### config.mk
export PLATFORM = sky130hd
export DESIGN_NAME = aes_key_schedule_otf_multi_flat
export DESIGN_NICKNAME = d
export VERILOG_FILES = /design/src/rtl/aes_key_schedule_otf_multi_if.sv /design/src/rtl/aes_key_schedule_otf_multi.sv /design/src/flat_wrapper.sv
export SDC_FILE = /design/constraint.sdc
export NUM_CORES = 2
export LEC_CHECK = 0
export ABC_AREA = 0
export ABC_CLOCK_PERIOD_IN_PS = 31600
export BUFFER_PORTS_ARGS = -buffer_cell sky130_fd_sc_hd__buf_4
export CAP_MARGIN = 15
export CORE_UTILIZATION = 50
export CTS_CLUSTER_DIAMETER = 100
export DETAILED_ROUTE_END_ITERATION = 8
export GPL_TIMING_DRIVEN = 1
export PLACE_DENSITY = 0.64
export SYNTH_ARGS = -nofsm -noshare
export SYNTH_HDL_FRONTEND = slang
export SYNTH_SLANG_ARGS = --single-unit
### constraint.sdc
create_clock -name clk -period 31.6 [get_ports clk]
set_input_delay 3.16 -clock clk [delete_from_list [all_inputs] [get_ports clk]]
set_output_delay 3.16 -clock clk [all_outputs]
set_load 0.03 [all_outputs]
### src/rtl/aes_key_schedule_otf_multi_if.sv
// Streaming interface of the on-the-fly AES key schedule: key load and round-key word output.
// The slave modport is the schedule's view and the master modport is the key source/consumer's view.
interface aes_key_schedule_otf_multi_if;
   logic         start;
   logic [1:0]   key_len;
   logic [255:0] key;
   logic         rk_ready;
   logic         rk_valid;
   logic [31:0]  rk_word;
   logic [5:0]   rk_idx;
   logic [3:0]   rk_round;
   logic         rk_last;
   logic         busy;
   logic         key_err;

   modport master (
      output start, key_len, key, rk_ready,
      input  rk_valid, rk_word, rk_idx, rk_round, rk_last, busy, key_err
   );

   modport slave (
      input  start, key_len, key, rk_ready,
      output rk_valid, rk_word, rk_idx, rk_round, rk_last, busy, key_err
   );
endinterface

### src/rtl/aes_key_schedule_otf_multi.sv
// On-the-fly AES-128/192/256 key schedule, one 32-bit round-key word per valid/ready transfer.
// Keeps only the words w[idx .. idx+Nk-1]; the word w[idx+Nk] is built while w[idx] is handed out.
module aes_sbox (
   input  logic [7:0] a,
   output logic [7:0] s
);
   function automatic logic [7:0] xtime(input logic [7:0] x);
      return {x[6:0], 1'b0} ^ (x[7] ? 8'h1b : 8'h00);
   endfunction

   function automatic logic [7:0] gf_mul(input logic [7:0] x, input logic [7:0] y);
      logic [7:0] p;
      logic [7:0] xx;
      p  = 8'h00;
      xx = x;
      for (int k = 0; k < 8; k++) begin
         if (y[k]) p = p ^ xx;
         xx = xtime(xx);
      end
      return p;
   endfunction

   logic [7:0] inv;

   // Multiplicative inverse as a^254 (0 maps to 0), then the standard affine transform.
   always_comb begin
      logic [7:0] sq;
      sq  = a;
      inv = 8'h01;
      for (int k = 1; k < 8; k++) begin
         sq  = gf_mul(sq, sq);
         inv = gf_mul(inv, sq);
      end
   end

   assign s = inv ^ {inv[6:0], inv[7]} ^ {inv[5:0], inv[7:6]} ^
              {inv[4:0], inv[7:5]} ^ {inv[3:0], inv[7:4]} ^ 8'h63;
endmodule

module aes_key_schedule_otf_multi #(
   parameter bit SUPPORT_192 = 1'b1,
   parameter bit SUPPORT_256 = 1'b1
) (
   input  logic                          clk,
   input  logic                          rst_n,
   aes_key_schedule_otf_multi_if.slave   bus
);
   localparam int WIN_W = SUPPORT_256 ? 8 : (SUPPORT_192 ? 6 : 4);

   typedef enum logic {IDLE, RUN} state_t;

   state_t      state, state_n;
   logic [31:0] win   [WIN_W];
   logic [31:0] win_n [WIN_W];
   logic [2:0]  nk_m1, cnt, nk_m1_new;
   logic [5:0]  idx, last_idx, last_new;
   logic [7:0]  rcon;
   logic        key_err;
   logic        legal, xfer, rk_last, rk_valid, busy;
   logic        rot, sub_only;
   logic [31:0] temp_src, sb_in, sb_out, temp, gen_word;

   always_comb begin
      legal     = 1'b0;
      nk_m1_new = 3'd3;
      last_new  = 6'd43;
      case (bus.key_len)
         2'b00: legal = 1'b1;
         2'b01: begin legal = SUPPORT_192; nk_m1_new = 3'd5; last_new = 6'd51; end
         2'b10: begin legal = SUPPORT_256; nk_m1_new = 3'd7; last_new = 6'd59; end
         default: legal = 1'b0;
      endcase
   end

   assign rk_last = (idx == last_idx);
   assign xfer    = rk_valid & bus.rk_ready;

   // Newest stored word w[idx+Nk-1] feeds the generator.
   always_comb begin
      temp_src = win[0];
      for (int j = 0; j < WIN_W; j++)
         if (3'(j) == nk_m1) temp_src = win[j];
   end

   assign rot      = (cnt == 3'd0);
   assign sub_only = (nk_m1 == 3'd7) && (cnt == 3'd4);
   assign sb_in    = rot ? {temp_src[23:0], temp_src[31:24]} : temp_src;

   for (genvar b = 0; b < 4; b++) begin : g_sbox
      aes_sbox u_sbox (.a(sb_in[8*b +: 8]), .s(sb_out[8*b +: 8]));
   end

   always_comb begin
      if (rot)           temp = sb_out ^ {rcon, 24'h0};
      else if (sub_only) temp = sb_out;
      else               temp = temp_src;
   end

   assign gen_word = win[0] ^ temp;

   always_comb begin
      for (int j = 0; j < WIN_W; j++) begin
         if (3'(j) == nk_m1)     win_n[j] = gen_word;
         else if (3'(j) < nk_m1) win_n[j] = win[(j + 1) % WIN_W];
         else                    win_n[j] = '0;
      end
   end

   // NOTE: sequential state uses non-blocking assignments so every register samples pre-edge values.
   always_ff @(posedge clk or negedge rst_n) begin
      if (!rst_n) state <= IDLE;
      else        state <= state_n;
   end

   // NOTE: every path assigns defaults first so no latch can be inferred.
   always_comb begin
      state_n = state;
      if (bus.start)             state_n = legal ? RUN : IDLE;
      else if (xfer && rk_last)  state_n = IDLE;
      rk_valid = (state == RUN);
      busy     = (state == RUN);
   end

   always_ff @(posedge clk or negedge rst_n) begin
      if (!rst_n) begin
         // NOTE: the key window is a small register file and is cleared so no old key survives reset.
         for (int j = 0; j < WIN_W; j++) win[j] <= '0;
         nk_m1    <= 3'd3;
         last_idx <= 6'h3f;
         cnt      <= '0;
         idx      <= '0;
         rcon     <= 8'h01;
         key_err  <= 1'b0;
      end else begin
         key_err <= bus.start & ~legal;
         if (bus.start) begin
            cnt  <= '0;
            idx  <= '0;
            rcon <= 8'h01;
            if (legal) begin
               nk_m1    <= nk_m1_new;
               last_idx <= last_new;
               for (int j = 0; j < WIN_W; j++)
                  win[j] <= (3'(j) <= nk_m1_new) ? bus.key[255 - 32*j -: 32] : 32'h0;
            end else begin
               // last_idx parked out of range keeps rk_last low until the next legal load.
               last_idx <= 6'h3f;
               for (int j = 0; j < WIN_W; j++) win[j] <= '0;
            end
         end else if (xfer && !rk_last) begin
            for (int j = 0; j < WIN_W; j++) win[j] <= win_n[j];
            idx <= idx + 6'd1;
            cnt <= (cnt == nk_m1) ? 3'd0 : cnt + 3'd1;
            if (rot) rcon <= {rcon[6:0], 1'b0} ^ (rcon[7] ? 8'h1b : 8'h00);
         end
      end
   end

   assign bus.rk_valid = rk_valid;
   assign bus.busy     = busy;
   assign bus.rk_word  = win[0];
   assign bus.rk_idx   = idx;
   assign bus.rk_round = idx[5:2];
   assign bus.rk_last  = rk_last;
   assign bus.key_err  = key_err;
endmodule

### src/flat_wrapper.sv
// flat-port wrapper written by rule: the top's interface ports become plain ports
module aes_key_schedule_otf_multi_flat 
#(
   parameter bit SUPPORT_192 = 1'b1,
   parameter bit SUPPORT_256 = 1'b1
)
  (clk, rst_n, bus_start, bus_key_len, bus_key, bus_rk_ready, bus_rk_valid, bus_rk_word, bus_rk_idx, bus_rk_round, bus_rk_last, bus_busy, bus_key_err);
  aes_key_schedule_otf_multi_if bus_i ();
  input  logic clk;
  input  logic rst_n;
  input wire logic [$bits(bus_i.start)-1:0] bus_start;
  input wire logic [$bits(bus_i.key_len)-1:0] bus_key_len;
  input wire logic [$bits(bus_i.key)-1:0] bus_key;
  input wire logic [$bits(bus_i.rk_ready)-1:0] bus_rk_ready;
  output wire logic [$bits(bus_i.rk_valid)-1:0] bus_rk_valid;
  output wire logic [$bits(bus_i.rk_word)-1:0] bus_rk_word;
  output wire logic [$bits(bus_i.rk_idx)-1:0] bus_rk_idx;
  output wire logic [$bits(bus_i.rk_round)-1:0] bus_rk_round;
  output wire logic [$bits(bus_i.rk_last)-1:0] bus_rk_last;
  output wire logic [$bits(bus_i.busy)-1:0] bus_busy;
  output wire logic [$bits(bus_i.key_err)-1:0] bus_key_err;
  assign bus_i.start = bus_start;
  assign bus_i.key_len = bus_key_len;
  assign bus_i.key = bus_key;
  assign bus_i.rk_ready = bus_rk_ready;
  assign bus_rk_valid = bus_i.rk_valid;
  assign bus_rk_word = bus_i.rk_word;
  assign bus_rk_idx = bus_i.rk_idx;
  assign bus_rk_round = bus_i.rk_round;
  assign bus_rk_last = bus_i.rk_last;
  assign bus_busy = bus_i.busy;
  assign bus_key_err = bus_i.key_err;
  aes_key_schedule_otf_multi #(.SUPPORT_192(SUPPORT_192), .SUPPORT_256(SUPPORT_256)) u_core (.clk(clk), .rst_n(rst_n), .bus(bus_i));
endmodule
==> flow_metrics.env <==
export IMPL_status="finished clean"
export IMPL_path_buf_inv=4
export IMPL_syn_area_per_cell_um2=7.67
export IMPL_end_kind="flop"
export IMPL_drtIter0Drc=9496
export IMPL_grt_pass1_wl_um=448000
export IMPL_synth_distinct_cells=138
export IMPL_syn_num_nets=10700
export IMPL_synth_top_cell_by_area="xnor2_1"
export IMPL_yosys_top_cells_area="xnor2_1, dfrtp_1, xnor3_1"
export IMPL_routabilityCongestion=0.983
export IMPL_drv_cap=0
export IMPL_reg2reg_depth=61
export IMPL_hold_viol=0
export IMPL_worst_path_max_delay_cell="dfrtp_4"
export IMPL_via_per_inst=6.41
export IMPL_grtUsageTotal=0.345
export IMPL_via_count=79100
export IMPL_worstHoldStart="u_core.win[39]"
export IMPL_firstDrtPassIters=9
export IMPL_pin_count=308
export IMPL_setup_viol=0
export IMPL_r2r_slack_ns=8.55
export IMPL_clock_latency_ns=0.57
export IMPL_fin_crit_ns=23.05
export IMPL_cts_htree_levels=2
export IMPL_hold_end="u_core.win[39]"
export IMPL_skew_ns=0.0213
export IMPL_ys_warnings_count=0
export IMPL_required_ns=32.10
export IMPL_clock_sinks=280
export IMPL_crit_path_start_kind="flop"
export IMPL_cts_root_buf="clkbuf_16"
export IMPL_grt_max_degree=179
export IMPL_worst_pin_slew_ns=1.21
export IMPL_cts_inserted_buffers=36
export IMPL_fin_area_mm2=0.0849
export IMPL_path_delay_family="XOR/XNOR gates"
export IMPL_fin_tns_setup_ns=0
export IMPL_multi_input_area_mm2=0.0691
export IMPL_grt_pass1_vias=73500
export IMPL_fp_dieH_um=401
export IMPL_r2r_end="u_core.win[24]"
export IMPL_yosys_register_bits=280
export IMPL_syn_to_final_growth_pct=6.66
export IMPL_portBuffers=307
export IMPL_timing_fmax_ghz=0.0434
export IMPL_overflow=0
export IMPL_nets=10500
export IMPL_rows=146
export IMPL_fin_crit_sh=0.729
export IMPL_drtAntennaViolNets=0
export IMPL_hold_path_class="flop to flop"
export IMPL_wl_um=291000
export IMPL_synth_top_flop_cell="dfrtp_1"
export IMPL_max_slew_margin_rel=0.192
export IMPL_hold_slack_ns=0.507
export IMPL_dp_hpwl_um=213000
export IMPL_drc=0
export IMPL_dieArea_mm2=0.161
export IMPL_critical_path_class="flop to flop"
export IMPL_placed_cell_area_mm2=0.0837
export IMPL_core_mm2=0.158
export IMPL_syn_area_mm2=0.0796
export IMPL_rsz0062_at_grt="false"
export IMPL_synth_edf_count=0
export IMPL_nFillCells=15200
export IMPL_max_stage_delay_ns=0.92
export IMPL_antenna_found_initial=13
export IMPL_post_cts_setup_buffers=0
export IMPL_drive_above_1_share=0.125
export IMPL_async_flop_share=1.00
export IMPL_wl_per_cell_um=23.6
export IMPL_synth_top_area_frac=0.180
export IMPL_path_common_cell="xnor2_1"
export IMPL_yosysMostFrequentCell="xnor2_1"
export IMPL_cts_tree="yes"
export IMPL_hold_depth=2
export IMPL_holdBufCountCts=0
export IMPL_seq_area_frac_synth=0.0881
export IMPL_cts_path_max_buffers=3
export IMPL_cp_data_arrival_time_ns=23.54
export IMPL_final_max_slew_violation_count=0
export IMPL_r2r_start="u_core.nk_m1[2]"
export IMPL_clk_pin_slew_worst_paths_ns=0.06
export IMPL_synth_commonest_cells="xnor2_1, nor2_1, nand2_1"
export IMPL_path_max_fanout=66
export IMPL_start_util=0.503
export IMPL_synth_cells=10400
export IMPL_ff_latch_area_mm2=0.00702
export IMPL_die_w_um=401
export IMPL_cts_resized=0
-- worst register-to-register path: cells and delay by family, from the launching register on --
family | cells | cell delay [ns]
AOI/OAI and AO/OA | 12 | 2.82
xor gates and xnor gates | 29 | 11.49
adders and majority gates | 2 | 1.07
buffers and inverters | 4 | 2.35
DFF | 1 | 0.92
muxes | 3 | 1.46
and+or+nand+nor | 11 | 2.80
-- per-stage QoR --
| step | worst slack [ns] | instances | utilization |
|---|---|---|---|
| final | 8.55 | 12300 | 0.537 |
| after global placement | 9.41 | 12300 | 0.529 |
| after CTS | 8.83 | 12300 | 0.536 |
| after floorplan | 13.24 | 10400 | - |
| after detailed placement | 8.93 | 12300 | 0.529 |
| after global routing | 6.92 | 12300 | 0.536 |
-- routing by layer --
metal | global-route usage | wire, um | vias up
met5 | 0 | 76 | -
met4 | 0.129 | 12400 | 14
met3 | 0.0475 | 25600 | 602
met2 | 0.558 | 133000 | 3899
met1 | 0.467 | 120000 | 38100
li1 | - | - | 36500
-- worst max path at each step --
| stage | startpoint | to | cells after the start |
|---|---|---|---|
| after global placement | u_core.nk_m1[2] | u_core.win[95] | 62 |
| after global routing | u_core.nk_m1[2] | u_core.win[202] | 70 |
| after CTS | u_core.nk_m1[2] | u_core.win[202] | 69 |
| after detailed placement | u_core.nk_m1[2] | u_core.win[202] | 69 |
| after floorplan | u_core.cnt[0] | u_core.win[208] | 74 |
| final | u_core.nk_m1[2] | u_core.win[24] | 61 |
-- layout by cell type, fill, tap and decap left out, types with 62 or more instances in the layout --
| cell | instances |
|---|---|
| xnor2_1 | 1595 |
| nor2_1 | 1504 |
| nand2_1 | 998 |
| buf_4 | 602 |
| a21oi_1 | 544 |
| xor2_1 | 478 |
| o21ai_0 | 456 |
| mux2i_1 | 332 |
| nor3_1 | 284 |
| dfrtp_1 | 274 |
| nand3_1 | 266 |
| xnor3_1 | 264 |
| a221oi_1 | 177 |
| xnor2_2 | 169 |
| o22ai_1 | 117 |
| a31oi_1 | 112 |
| a211oi_1 | 104 |
| mux2_2 | 89 |
| o211ai_1 | 80 |
| o21ai_1 | 76 |
| nand2b_1 | 69 |
| inv_1 | 67 |
| o21a_1 | 66 |
| a22oi_1 | 65 |
| and2_1 | 62 |
-- state kept, by name (all words and copies together) (netlist names) --
register,count
u_core.win,224
u_core.cnt,3
u_core.rcon,8
u_core.nk_m1,2
u_core.bus.rk_word,32
u_core.bus.key_err,1
u_core.last_idx,3
u_core.bus.rk_idx,6
u_core.bus.busy,1
-- final cells by class --
class                   instances  area share
diodes                          8    0.000236
clock buffers                  46      0.0118
clock inverters                16     0.00186
inverters                     101     0.00450
multi-input cells            9217       0.814
flip-flops and latches        280      0.0827
well taps                    2072      0.0305
repair buffers                605      0.0539
-- kinds of logic after synthesis --
| logic type | share of synthesized area |
|---|---|
| adders and majority gates | 0.00566 |
| muxes | 0.0745 |
| xor gates and xnor gates | 0.378 |
| buffers and inverters | 0.0491 |
| DFF | 0.0881 |
| AOI/OAI and AO/OA | 0.202 |
| and+or+nand+nor | 0.203 |
Power is not shown: default switching activity piles up to over one toggle a cycle in this logic, so the estimate is an artifact.
